--- src/rtl/composite_video_encoder_if.sv ---
// ---------------------------------------------------------------------------
// composite_video_encoder_if
// Pixel-rate bundle between the video chip's pixel pipeline and the
// composite encoder.
//   luma         [3:0]  luminance level 0..15
//   chroma_phase [3:0]  hue angle, 16 steps of 22.5 deg
//   chroma_amp   [1:0]  saturation 0..3 (0 = no chroma)
//   sync                composite sync active
//   burst               colour-burst gate
//   line_start          one-clk pulse at start of each line
//   video        [5:0]  unsigned composite sample to the RF modulator
// master: pixel source (drives pixel fields, observes video)
// slave : encoder      (consumes pixel fields, drives video)
// ---------------------------------------------------------------------------
interface composite_video_encoder_if;
    logic [3:0] luma;
    logic [3:0] chroma_phase;
    logic [1:0] chroma_amp;
    logic       sync;
    logic       burst;
    logic       line_start;
    logic [5:0] video;

    modport master (
        output luma, chroma_phase, chroma_amp, sync, burst, line_start,
        input  video
    );

    modport slave (
        input  luma, chroma_phase, chroma_amp, sync, burst, line_start,
        output video
    );
endinterface

--- src/rtl/composite_video_encoder.sv ---
// ---------------------------------------------------------------------------
// composite_video_encoder
// Builds the 6-bit composite baseband sample from per-pixel luma, chroma
// phase/amplitude, sync and burst. A free-running NCO provides the colour
// subcarrier phase; a 32-entry sine LUT modulates chroma; PAL V-switch
// alternation flips the chroma phase on every other line.
// Ports:
//   clk    system clock, all logic on posedge
//   reset  asynchronous, active-high
//   vid    composite_video_encoder_if.slave (pixel fields in, video out)
// Pipeline: inputs -> video in exactly 3 clocks, all fields aligned.
// ---------------------------------------------------------------------------
module composite_video_encoder #(
    parameter logic [31:0] PHASE_INC   = 32'd114253485,
    parameter logic [5:0]  BLANK_LEVEL = 6'd16,
    parameter bit          PAL         = 1'b1
) (
    input  logic                       clk,
    input  logic                       reset,
    composite_video_encoder_if.slave   vid
);

    // round(15*sin(2*pi*k/32)); second half is the negated first half
    function automatic logic signed [4:0] sine_lut(input logic [4:0] k);
        logic signed [4:0] mag;
        case (k[3:0])
            4'd0:  mag = 5'sd0;
            4'd1:  mag = 5'sd3;
            4'd2:  mag = 5'sd6;
            4'd3:  mag = 5'sd8;
            4'd4:  mag = 5'sd11;
            4'd5:  mag = 5'sd12;
            4'd6:  mag = 5'sd14;
            4'd7:  mag = 5'sd15;
            4'd8:  mag = 5'sd15;
            4'd9:  mag = 5'sd15;
            4'd10: mag = 5'sd14;
            4'd11: mag = 5'sd12;
            4'd12: mag = 5'sd11;
            4'd13: mag = 5'sd8;
            4'd14: mag = 5'sd6;
            default: mag = 5'sd3;
        endcase
        return k[4] ? -mag : mag;
    endfunction

    logic [31:0]       acc_q;
    logic              vswitch_q;

    // stage 1
    logic [4:0]        s1_addr_q, s1_addr_d;
    logic [1:0]        s1_amp_q, s1_amp_d;
    logic [3:0]        s1_luma_q, s1_luma_d;
    logic              s1_sync_q;
    logic [4:0]        off;

    // stage 2
    logic signed [6:0] s2_term_q, s2_term_d;
    logic [3:0]        s2_luma_q;
    logic              s2_sync_q;
    logic signed [6:0] sine_ext, amp_ext, prod;

    // stage 3
    logic [5:0]        video_q, video_d;
    logic signed [7:0] blank_s, luma2_s, term_s, sum;

    always_comb begin
        off = {vid.chroma_phase, 1'b0};
        if (PAL && vswitch_q) off = 5'd0 - off;
        s1_amp_d  = vid.chroma_amp;
        s1_luma_d = vid.luma;
        if (vid.burst) begin
            // burst at 180 deg (NTSC) or 135/225 deg alternating (PAL)
            off       = PAL ? (vswitch_q ? 5'd20 : 5'd12) : 5'd16;
            s1_amp_d  = 2'd2;
            s1_luma_d = '0;
        end
        s1_addr_d = acc_q[31:27] + off;
    end

    always_comb begin
        sine_ext  = {{2{sine_lut(s1_addr_q)[4]}}, sine_lut(s1_addr_q)};
        amp_ext   = {5'b0, s1_amp_q};
        prod      = sine_ext * amp_ext;
        s2_term_d = prod >>> 2;
    end

    always_comb begin
        blank_s = {2'b00, BLANK_LEVEL};
        luma2_s = {3'b000, s2_luma_q, 1'b0};
        term_s  = {s2_term_q[6], s2_term_q};
        sum     = blank_s + luma2_s + term_s;
        // code 0 is reserved for the sync tip
        if (s2_sync_q)         video_d = '0;
        else if (sum < 8'sd1)  video_d = 6'd1;
        else if (sum > 8'sd63) video_d = 6'd63;
        else                   video_d = sum[5:0];
    end

    always_ff @(posedge clk or posedge reset) begin
        if (reset) begin
            acc_q     <= '0;
            vswitch_q <= 1'b0;
            s1_addr_q <= '0;
            s1_amp_q  <= '0;
            s1_luma_q <= '0;
            s1_sync_q <= 1'b0;
            s2_term_q <= '0;
            s2_luma_q <= '0;
            s2_sync_q <= 1'b0;
            video_q   <= BLANK_LEVEL;
        end else begin
            acc_q <= acc_q + PHASE_INC;
            if (PAL && vid.line_start) vswitch_q <= ~vswitch_q;
            s1_addr_q <= s1_addr_d;
            s1_amp_q  <= s1_amp_d;
            s1_luma_q <= s1_luma_d;
            s1_sync_q <= vid.sync;
            s2_term_q <= s2_term_d;
            s2_luma_q <= s1_luma_q;
            s2_sync_q <= s1_sync_q;
            video_q   <= video_d;
        end
    end

    assign vid.video = video_q;

endmodule

--- src/flat_wrapper.sv ---
// flat-port wrapper written by rule: the top's interface ports become plain ports
module composite_video_encoder_flat 
#(
    parameter logic [31:0] PHASE_INC   = 32'd114253485,
    parameter logic [5:0]  BLANK_LEVEL = 6'd16,
    parameter bit          PAL         = 1'b1
)
  (clk, reset, vid_luma, vid_chroma_phase, vid_chroma_amp, vid_sync, vid_burst, vid_line_start, vid_video);
  composite_video_encoder_if vid_i ();
  input  logic clk;
  input  logic reset;
  input wire logic [$bits(vid_i.luma)-1:0] vid_luma;
  input wire logic [$bits(vid_i.chroma_phase)-1:0] vid_chroma_phase;
  input wire logic [$bits(vid_i.chroma_amp)-1:0] vid_chroma_amp;
  input wire logic [$bits(vid_i.sync)-1:0] vid_sync;
  input wire logic [$bits(vid_i.burst)-1:0] vid_burst;
  input wire logic [$bits(vid_i.line_start)-1:0] vid_line_start;
  output wire logic [$bits(vid_i.video)-1:0] vid_video;
  assign vid_i.luma = vid_luma;
  assign vid_i.chroma_phase = vid_chroma_phase;
  assign vid_i.chroma_amp = vid_chroma_amp;
  assign vid_i.sync = vid_sync;
  assign vid_i.burst = vid_burst;
  assign vid_i.line_start = vid_line_start;
  assign vid_video = vid_i.video;
  composite_video_encoder #(.PHASE_INC(PHASE_INC), .BLANK_LEVEL(BLANK_LEVEL), .PAL(PAL)) u_core (.clk(clk), .reset(reset), .vid(vid_i));
endmodule
--- config.mk ---
export PLATFORM = sky130hd
export DESIGN_NAME = composite_video_encoder_flat
export DESIGN_NICKNAME = d
export VERILOG_FILES = /design/src/rtl/composite_video_encoder_if.sv /design/src/rtl/composite_video_encoder.sv /design/src/flat_wrapper.sv
export SDC_FILE = /design/constraint.sdc
export NUM_CORES = 1
export LEC_CHECK = 0
export ABC_AREA = 1
export BUFFER_PORTS_ARGS = -buffer_cell sky130_fd_sc_hd__buf_2
export CAP_MARGIN = 20
export CORE_ASPECT_RATIO = 1.75
export CORE_MARGIN = 8
export CORE_UTILIZATION = 50
export CTS_BUF_LIST = sky130_fd_sc_hd__clkbuf_4 sky130_fd_sc_hd__clkbuf_8
export CTS_CLUSTER_DIAMETER = 30
export DETAILED_ROUTE_END_ITERATION = 7
export PLACE_DENSITY = 0.67
export SYNTH_ARGS = -nofsm -noshare
export SYNTH_HDL_FRONTEND = slang
export SYNTH_SLANG_ARGS = --single-unit
--- constraint.sdc ---
create_clock -name clk -period 4.5 [get_ports clk]
set_input_delay 0.225 -clock clk [delete_from_list [all_inputs] [get_ports clk]]
set_output_delay 0.225 -clock clk [all_outputs]
set_load 0.1 [all_outputs]
## Yosys cells after proc, flatten, opt, wreduce, memory -nomap -nowiden

Memory sizes are Yosys's and may differ from the RTL's.
Index checks and enable logic that the tools add are counted.
Widths: inputs -> output; s select.

- Input bits: 15
- Memories: 2
- Output and inout bits: 6
- Bits in writable memories: 0
- Register bits after elaboration: 61
- Word-level logic and storage cells: 33
- Latch bits: 0
- Memory bits (read-only): 128

- Equal/unequal tests: 0
- Reduce and logical (&&, ||, !) cells: 0
- Shift-type cells: 0
- Magnitude comparators: 2
- Divide/modulo/power cells: 0
- Multiplexer cells: 10
- Multipliers: 1
- Bitwise logic cells: 1
- $add $sub $neg: 7

Memory list:

| name | depth | width | rd ports | clocked after memory_dff | write ports | RTL line | RTL |
|---|---|---|---|---|---|---|---|
| (name not given) | 16 | 4 | 1 | 0 | 0 | composite_video_encoder.sv:26 | `case (k[3:0])` |
| (name not given) | 16 | 4 | 1 | 0 | 0 | composite_video_encoder.sv:26 |  |

Operators with widths:

| operator | count |
|---|---|
| $add 32x27->32 const B | 1 |
| $mux 5 | 5 |
| $mux 6 | 3 |
| $neg 5->5 | 2 |
| $add 7x5->8 | 1 |
| $gt 8x7->1 const B | 1 |
| $lt 8x2->1 const B | 1 |
| $mul 6x3->7 | 1 |
| $add 5x5->6 const A | 1 |
| $add 5x5->5 | 1 |
| $sub 1x5->5 const A | 1 |
| $mux 4 | 1 |
| $mux 2 | 1 |
| $not 1->1 | 1 |

## Longest topological paths before layout

- Depth after elaboration: 6
- Depth in mapped cells: 17
- Gate-level depth less buffers: 17

## Least setup slack after synthesis

Ideal clock, no wire load.

- Path type: register to register
- Start: register u_core.s1_addr_q[0]
- End: register u_core.s2_term_q[4] (netlist name)
- Arrival: 2.668 ns
- Path buffers: 0
- Required time: 4.378 ns
- Period minus slack after synthesis: 2.791 ns
- Slack: 1.709 ns
- Setup time: 0.122 ns
- Stages on the path, launching flop included: 17
- Cell sequence: dfrtp_1 > inv_1 > ha_1 > inv_1 > nand2_1 > nand3_1 > nand2_1 > ha_1 > nor2_1 > xor2_1 > nor2_1 > ha_1 > ha_1 > fa_1 > nand3_1 > nand2_1 > xnor2_1

- Word-level cells in the longest chain between the ends: 4
- Elaborated cells between the ends (all ways): 7
- Classes of those cells: add/sub: 2; mul: 1; mux: 2; memory: 2

RTL lines:

| element | RTL line | RTL |
|---|---|---|
| from (decl) | composite_video_encoder.sv:51 | `logic [4:0] s1_addr_q, s1_addr_d;` |
| from (signal assigned) | composite_video_encoder.sv:115 | `s1_addr_q <= s1_addr_d;` |
| $mem_v2 16x4 | -- |  |
| $neg 5->5 | composite_video_encoder.sv:44 | `return k[4] ? -mag : mag;` |
| $mux 5 | composite_video_encoder.sv:44 |  |
| $mul 6x3->7 * | composite_video_encoder.sv:84 | `prod = sine_ext * amp_ext;` |
| named net u_core.prod[6] | composite_video_encoder.sv:61 | `logic signed [6:0] sine_ext, amp_ext, prod;` |

Mark *: on every way through the listed nets, which the timed path passes. The rest lies on a longest branch.
A chain may end at the register's enable or synchronous reset.

## Worst setup path in the final report

- Start: register u_core.s1_addr_q[0]
- End: register u_core.s2_term_q[4] (netlist name)

- Word-level cells in the longest chain between the ends: 4
- Elaborated cells between the ends (all ways): 7
- Classes of those cells: add/sub: 2; mul: 1; mux: 2; memory: 2

RTL lines:

| element | RTL line |
|---|---|
| $mem_v2 16x4 | -- |
| $neg 5->5 | composite_video_encoder.sv:44 |
| $mux 5 | composite_video_encoder.sv:44 |
| $mul 6x3->7 * | composite_video_encoder.sv:84 |
| named net u_core.prod[6] | composite_video_encoder.sv:61 |

Marked as above.

==> results.json <==
{
  "outcome": "finished, final reports clean",
  "yosys_warnings": 0,
  "cap_viol_max_count": 0,
  "fin_crit_sh_pct": 67.9,
  "dpl_worst_slack_ps": 1430,
  "seqPwrFrac_pct": 36.3,
  "place_congestion": 0.906,
  "drc_errors": 0,
  "relSlewSlack_pct": 48.3,
  "finalClockSkew_ps": 7.15,
  "setup_tns_ps": 0,
  "p_leak_nw": 2.51,
  "hold_violations": 0,
  "grt_pass1_wl_um": 14400,
  "crit_family": "adder cells",
  "netlist_area_sq_um": 3990,
  "final_area_sq_um": 4420,
  "cts_tree": "done",
  "drive_gt1_share_pct": 13.0,
  "viasPerCell": 4.99,
  "fill_cells": 775,
  "dp_cells": 656,
  "antenna_found_initial": 0,
  "power_frac_comb_pct": 34.6,
  "stdcell_count": 673,
  "yosys.cell_types.count": 31,
  "numCtsBuffers": 9,
  "ioPinCount": 21,
  "drv_slew": 0,
  "path_max_fanout": 5,
  "insertedDiodeCount": 0,
  "switchingPower_mw": 0.721,
  "core_sq_um": 7860,
  "hold_ws_ps": 58.8,
  "final_nets": 620,
  "crit_required_ps": 4730,
  "groute.usage.overall_pct": 15.9,
  "hold_path.class": "in -> reg",
  "cpMaxStageDelayCell": "dfrtp_1",
  "area_growth_pct": 11.0,
  "timing.fmax_mhz": 327,
  "path_buf_inv": 2,
  "synth-seq-area-share_pct": 38.3,
  "drtPass1Iterations": 4,
  "cts_max_path_buffers": 2,
  "grt_start_max_net_pins": 62,
  "finalSetupViolCount": 0,
  "power_density_nw_per_um2": 419,
  "cts_sinks": 61,
  "path_class": "reg -> reg",
  "worst_slack_ps": 1440,
  "drt_wl_total_um": 8350,
  "routedWlPerCell_um": 12.4,
  "crit_chain": "inv_1 -> ha_1 -> inv_1 -> nand2_1 -> nand3_1 -> nand2_1 -> ha_1 -> nor2_1 -> xor2_1 -> nor2_1 -> ha_1 -> ha_1 -> fa_1 -> nand3_1 -> nand2_1 -> xnor2_1",
  "vias": 3360,
  "cts_hold_buf": 1,
  "postCtsResizedCells": 0,
  "startpoint_type": "flop",
  "dp_hpwl_um": 6700,
  "p_int_mw": 1.13,
  "fp.dieW_um": 83.5,
  "insertion_delay_ps": 340,
  "hp-start": "vid_line_start",
  "rows": 43,
  "drt-initial-drc-count": 96,
  "slowest_delay_ps": 440,
  "crit_top_cell": "ha_1",
  "synth_nets": 589,
  "die_h_um": 134,
  "synth-seq-cells": 61,
  "ctsHtreeMaxLevel": 3,
  "reg2reg_from": "u_core.s1_addr_q[0]",
  "cts_root_buf": "clkbuf_8",
  "p_sw_share_pct": 38.9,
  "grt_remaining_overflow": 0,
  "syn_inst": 547,
  "timing.final.crit_period_ps": 3060,
  "tightest_slew_ps": 775,
  "dieArea_sq_um": 11200,
  "start_util_pct": 50.7,
  "placed_area_sq_um": 4190,
  "worstPathArrival_ps": 3290,
  "port_buffers": 20,
  "power.share.clock_pct": 29.2,
  "vdd_drop_max_mv": 0.338,
  "clk_pin_slew_ps": 70,
  "end_kind": "flop",
  "grt_pass1_vias": 3341,
  "ant_nets": 0,
  "rsz0062_at_grt": "false",
  "crit_start": "u_core.s1_addr_q[0]",
  "avgSynthCellArea_sq_um": 7.29,
  "postCtsSetupRepairBufs": 0
}
## cell usage in the layout, fill, tap and decap left out, types with 8 or more instances in the layout
| master | count |
|---|---|
| inv_1 | 94 |
| nand2_1 | 148 |
| clkbuf_8 | 9 |
| nor2_2 | 9 |
| xor2_1 | 19 |
| o21ai_0 | 8 |
| nand3_1 | 44 |
| nor2_1 | 66 |
| a21oi_1 | 19 |
| nand2_2 | 13 |
| ha_1 | 24 |
| buf_2 | 20 |
| dfrtp_1 | 60 |
## power groups by stage
stage | sequential (mW) | clock, mW | combinational, mW
2_1_floorplan | 0.850 | 0 | 0.344
3_3_place_gp | 0.681 | 0 | 0.626
3_5_place_dp | 0.684 | 0 | 0.649
4_1_cts | 0.673 | 0.561 | 0.652
5_1_grt | 0.684 | 0.577 | 0.712
6_report | 0.673 | 0.541 | 0.641
## path summary, 6_finish.rpt
kind / slack (ps) / depth (start not counted) / end
max: 1440 / 16 / u_core.s2_term_q[4]
min: 60 / 2 / u_core.vswitch_q
max reg2reg: 1440 / 16 / u_core.s2_term_q[4]
min reg2reg: 350 / 0 / u_core.s2_luma_q[1]
max in group asynchronous: 3880 / 3 / u_core.acc_q[5]
min in group asynchronous: 80 / 3 / u_core.acc_q[2]
## state kept, by name (all words and copies together), names as in the netlist
signal / cells
u_core.s1_amp_q: 2
u_core.s1_addr_q: 5
u_core.s2_luma_q: 4
u_core.vid.video: 6
u_core.acc_q: 32
u_core.s2_sync_q: 1
u_core.vswitch_q: 1
u_core.s1_sync_q: 1
u_core.s1_luma_q: 4
u_core.s2_term_q: 5
## stage by stage
stage,power (mW),utilization (%)
global placement,1.31,53.4
detailed placement,1.33,53.4
CTS,1.89,56.3
floorplan,1.19,-
finish,1.86,56.3
global route,1.97,56.3
## per-layer routing
metal	vias up	track usage [%]	wire (um)
met1	1573	14.3	3030
met5	-	0	0
li1	1734	-	-
met2	38	31.1	4880
met3	15	3.40	196
met4	0	8.88	246
## cells in the mapped netlist, drive strengths merged
cell	n	area (sq um)
ha	24	300
nand3	46	240
a21oi	19	95.1
xor2	19	166
o21bai	1	7.51
and3	1	7.51
or2	2	12.5
inv	99	372
xnor2	5	43.8
dfstp	1	26.3
nand4	5	31.3
nor3	2	10.0
a21o	1	7.51
buf	2	12.5
nand3b	4	30.0
o21ai	10	53.8
dfrtp	60	1500
nor2	80	360
nand2	161	637
and2	1	6.26
fa	3	60.1
clkinv	1	5.00
## layout make-up
class / instances / area (sq um) / area share, %
clock buffer: 10 / 131 / 2.97
clock inverter: 6 / 88.8 / 2.01
inverter: 100 / 377 / 8.51
multi-input combinational: 384 / 2070 / 46.8
sequential: 61 / 1530 / 34.5
tap: 90 / 113 / 2.55
timing repair buffer: 22 / 118 / 2.66
## kinds of logic after synthesis
group | synth area share, %
DFF | 38.3
buffers and inverters | 9.76
and+or+nand+nor | 33.5
xor gates and xnor gates | 5.27
AOI/OAI and AO/OA | 4.11
adders and majority gates | 9.04
Note: power is estimated with default switching activity, not from simulation.
